File: src/rtl/mux_scan_sequencer.sv
// Steps a 4:1 mux select through channels 0..3, samples y at the end of each dwell, emits a 4-bit word.
// Latency: data_valid rises 4*SETTLE_CYCLES edges after the accepted start edge; back-to-back in continuous mode.
// No backpressure: start is dropped (not queued) while busy; data_valid is a one-cycle pulse with no ready.
module mux_scan_sequencer #(
    parameter int SETTLE_CYCLES = 4,
    parameter int CW            = 8
) (
    input  logic       clk,
    input  logic       rst,
    input  logic       start,
    input  logic       cont,
    input  logic       y_in,
    output logic       s0,
    output logic       s1,
    output logic [3:0] data_out,
    output logic       data_valid,
    output logic       busy
);

    typedef enum logic {
        IDLE = 1'b0,
        SCAN = 1'b1
    } state_t;

    // Dwell counter value on the edge where the current channel is sampled.
    localparam logic [CW-1:0] LAST = CW'(SETTLE_CYCLES - 1);

    state_t        state, state_n;
    logic [1:0]    channel, channel_n;
    logic [CW-1:0] count, count_n;
    logic [2:0]    capture, capture_n;
    logic [3:0]    data_n;
    logic          valid_n;

    // Selects come straight from the channel register so they only move on channel transitions.
    assign s0   = channel[0];
    assign s1   = channel[1];
    assign busy = (state == SCAN);

    // Next-state logic: dwell counting, per-channel capture, completion and continuous restart.
    always_comb begin
        state_n   = state;
        channel_n = channel;
        count_n   = count;
        capture_n = capture;
        data_n    = data_out;
        valid_n   = 1'b0;
        case (state)
            IDLE: begin
                channel_n = 2'd0;
                count_n   = '0;
                if (start) begin
                    state_n = SCAN;
                end
            end
            SCAN: begin
                if (count == LAST) begin
                    count_n = '0;
                    if (channel != 2'd3) begin
                        for (int n = 0; n < 3; n++) begin
                            if (channel == 2'(n)) begin
                                capture_n[n] = y_in;
                            end
                        end
                        channel_n = channel + 2'd1;
                    end else begin
                        // Channel 3 is sampled directly into the result; start is ignored here,
                        // only cont decides whether another scan follows without a gap.
                        data_n    = {y_in, capture};
                        valid_n   = 1'b1;
                        channel_n = 2'd0;
                        if (!cont) begin
                            state_n = IDLE;
                        end
                    end
                end else begin
                    count_n = count + 1'b1;
                end
            end
            default: begin
                state_n   = IDLE;
                channel_n = 2'd0;
                count_n   = '0;
            end
        endcase
    end

    // State register; reset abandons any scan in flight and clears the last result.
    always_ff @(posedge clk) begin
        if (rst) begin
            state      <= IDLE;
            channel    <= 2'd0;
            count      <= '0;
            capture    <= 3'd0;
            data_out   <= 4'd0;
            data_valid <= 1'b0;
        end else begin
            state      <= state_n;
            channel    <= channel_n;
            count      <= count_n;
            capture    <= capture_n;
            data_out   <= data_n;
            data_valid <= valid_n;
        end
    end

endmodule
File: config.mk
export PLATFORM = sky130hd
export DESIGN_NAME = mux_scan_sequencer
export DESIGN_NICKNAME = d
export VERILOG_FILES = /design/src/rtl/mux_scan_sequencer.sv
export SDC_FILE = /design/constraint.sdc
export NUM_CORES = 1
export LEC_CHECK = 0
export BUFFER_PORTS_ARGS = -buffer_cell sky130_fd_sc_hd__buf_2
export CAP_MARGIN = 40
export CORE_MARGIN = 4
export CORE_UTILIZATION = 53
export DETAILED_ROUTE_END_ITERATION = 12
export PLACE_DENSITY = 0.75
export SYNTH_ARGS = -nofsm -noshare
export SYNTH_HDL_FRONTEND = slang
export SYNTH_SLANG_ARGS = --single-unit
File: constraint.sdc
create_clock -name clk -period 2 [get_ports clk]
set_clock_uncertainty 0.1 [all_clocks]
set_input_delay 0.4 -clock clk [delete_from_list [all_inputs] [get_ports clk]]
set_output_delay 0.4 -clock clk [all_outputs]
set_load 0.1 [all_outputs]
==> reports/metrics.cfg <==
[drt]
routed-via-count=612
drt-pass1-iter-count=4
vias_per_cell=5.231
drc=0
routedWlPerCell_um=12.47
drt_iter0_drc=9
postRouteWirelength_mm=1.459
drtAntennaViolNets=0

[outcome]
status=finished clean

[setup_path]
rr_endpoint=channel[0]$_SDFFE_PP0P_
cpMaxStageDelayCell=or4_1
ff2ff_setup_slack_ns=0.17
crit_chain=ha_1 -> or4b_1 -> or4_1 -> a21oi_1
crit-reg2reg-launch=count[0]$_SDFF_PP0_
endpoint=channel[0]$_SDFFE_PP0P_
startpoint=count[0]$_SDFF_PP0_
cp_data_arrival_time_ns=1.95
required_ns=2.12
cp-end-kind=register
critical_path_class=reg2reg
rr_worst_depth=4
path_max_fanout=4
critPathLaunchType=register
slowest_delay_ns=0.48

[synthesis]
synth.area.top_cells=dfxtp_1, mux2i_1, ha_1
yosys.area.top_type=dfxtp_1
ys_seq_area_share_pct=46.27
synth_mux_area_share_pct=8.524
ys_types=21
syn_inst=85
synth-xor-area-share_pct=3.196
synth_top_family_by_area=simple AND/OR/NAND/NOR gates
synth_fa_ha_area_share_pct=7.610
synth_top_area_share_pct=46.27
syn_area_per_cell_um2=9.671
syn_nets=95
synthesis.area_um2=822.0
yosys.area_share.simple_pct=24.66
ys_ff_latch=19
ys_warn_count=0
synth_compound_area_share_pct=7.915

[place]
globalplace.congestion=0.7586
portBuffers=12
place_area_um2=914.6
preCtsSetupSlack_ns=0.2051
dpl.hpwl_mm=1.131

[timing]
grt_setup_unrepaired=false
hold_violations=0
slew_headroom_pct=67.67
fmax_ghz=0.5460
min_period_ns=1.832
fin_crit_sh_pct=91.58
fin_setup_tns_ns=0
slew_violations=0
setup_ws_ns=0.1685
setup_violations=0
worst_slew_pin_slew_ns=0.4883

[layout]
diodes=0
final_area_um2=940.9
final_nets=113
fin_util_pct=68.05
syn_to_final_growth_pct=14.46
drive_gt1_share_pct=19.61

[die]
start_util_pct=59.46
fp.dieW_um=47.38
dieArea_um2=2245
ios=13
die_y_um=47.38
core_area_um2=1383
std_cell_rows=13

[flow_run]
cap_viol_max_count=0

[cts]
cts_buffer_depth=2
cts-resized-gates=0
h-tree-depth=1
hold_buffers=0
clkLatencyLatePin_ns=0.29
cts_tree=done
cts_sinks=19
clkTransAtPathRegs_ns=0.11
ctsRootBufferMaster=clkbuf_4
postCtsSetupRepairBufs=0
cts_buffers=3

[grt]
gr-usage-all-layers_pct=16.03
grt_max_degree=12
grt_pass1_wl_mm=2.463
grt_overflow=0
grt_pass1_vias=566
grt_antenna_before_repair=0

[hold_path]
min_path_type=in2reg

[power]
powerDensity_nw_per_um2=642.0
ir_worst_vdd_uv=418.1
leakagePower_uw=0.0004123

[layer usage]
metal / part of all wire (%) / wire (µm) / track usage, %
met4: 0.62 / 9 / 8.287
met2: 45 / 656 / 22.73
met1: 50 / 734 / 21.84
met3: 4.0 / 59 / 4.598
met5: 0 / 0 / 0
[critical path, delay by kind of cell (launching register included)]
family	cells	cell delay [ns]
adders and majority gates	1	0.22
DFF	1	0.37
and+or+nand+nor	2	0.95
AOI/OAI and AO/OA	1	0.13
[sequential cells by signal (all words and copies together) (netlist names)]
register    cells
count           8
channel         2
data_valid      1
data_out        4
busy            1
capture         3
[how the worst min path moves through the flow]
stage,startpoint,endpoint,slack (ns),cells past startpoint
floorplan,count[0]$_SDFF_PP0_,count[0]$_SDFF_PP0_,0.32,1
global placement,count[0]$_SDFF_PP0_,count[0]$_SDFF_PP0_,0.33,1
detailed placement,count[0]$_SDFF_PP0_,count[0]$_SDFF_PP0_,0.34,1
CTS,cont,busy$_SDFF_PP0_,0.21,2
global route,cont,busy$_SDFF_PP0_,0.19,2
finish,cont,busy$_SDFF_PP0_,0.21,2
[cell usage after synthesis]
| cell | number |
|---|---|
| dfxtp_1 | 19 |
| nand2b_1 | 9 |
| nor2_1 | 8 |
| mux2i_1 | 7 |
| a21oi_1 | 5 |
| ha_1 | 5 |
| nand4_1 | 5 |
| o21ai_0 | 5 |
| or3_1 | 4 |
| inv_1 | 3 |
| nand3_1 | 3 |
| nand2_1 | 2 |
| xor2_1 | 2 |
| a21o_1 | 1 |
| clkbuf_1 | 1 |
| nor3_1 | 1 |
| nor4b_2 | 1 |
| o21a_1 | 1 |
| or4_1 | 1 |
| or4b_1 | 1 |
| xnor2_1 | 1 |
[cells in the final DEF (no fill, tap or decap), types with 3 or more instances in the layout]
cell	instances
o21ai_0	5
or3_1	4
buf_2	12
a21oi_1	5
inv_1	3
clkbuf_4	3
nand4_1	5
mux2i_1	7
nor2_1	8
dfxtp_1	17
nand3_1	3
ha_1	5
nand2b_1	9
[where the power goes]
| group | switching [µW] | total [µW] | internal, µW |
|---|---|---|---|
| combinational | 20.8 | 31.1 | 10.3 |
| sequential | 3.54 | 385 | 381 |
| clock | 111 | 188 | 77.4 |
[stage by stage]
step / std cells / hold slack, ns / power [µW]
floorplan: 85 / 0.3175 / 416.1
global placement: 113 / 0.3313 / 424.0
detailed placement: 113 / 0.3397 / 424.8
CTS: 117 / 0.2089 / 608.6
global route: 117 / 0.1935 / 636.0
finish: 117 / 0.2100 / 604.0
[final cells by class]
cell class / instances / area, µm²
Multi-Input combinational cell: 62 / 426.7
Sequential cell: 19 / 382.9
Timing Repair Buffer: 14 / 75.07
Inverter: 3 / 11.26
Clock buffer: 4 / 26.28
Tap cell: 15 / 18.77
Fill cell: 112 / 441.7
[cell families (layout without fill, tap and decap cells)]
kind of cell / count (synthesis) / after routing
AO/OA/AOI/OAI: 12 / 12
XOR/XNOR: 3 / 3
adder cells (fa/ha/maj): 5 / 5
buffers and inverters: 4 / 21
flip-flops: 19 / 19
multiplexers: 7 / 7
AND/OR/NAND/NOR: 35 / 35
(Power assumes the default switching activity.)
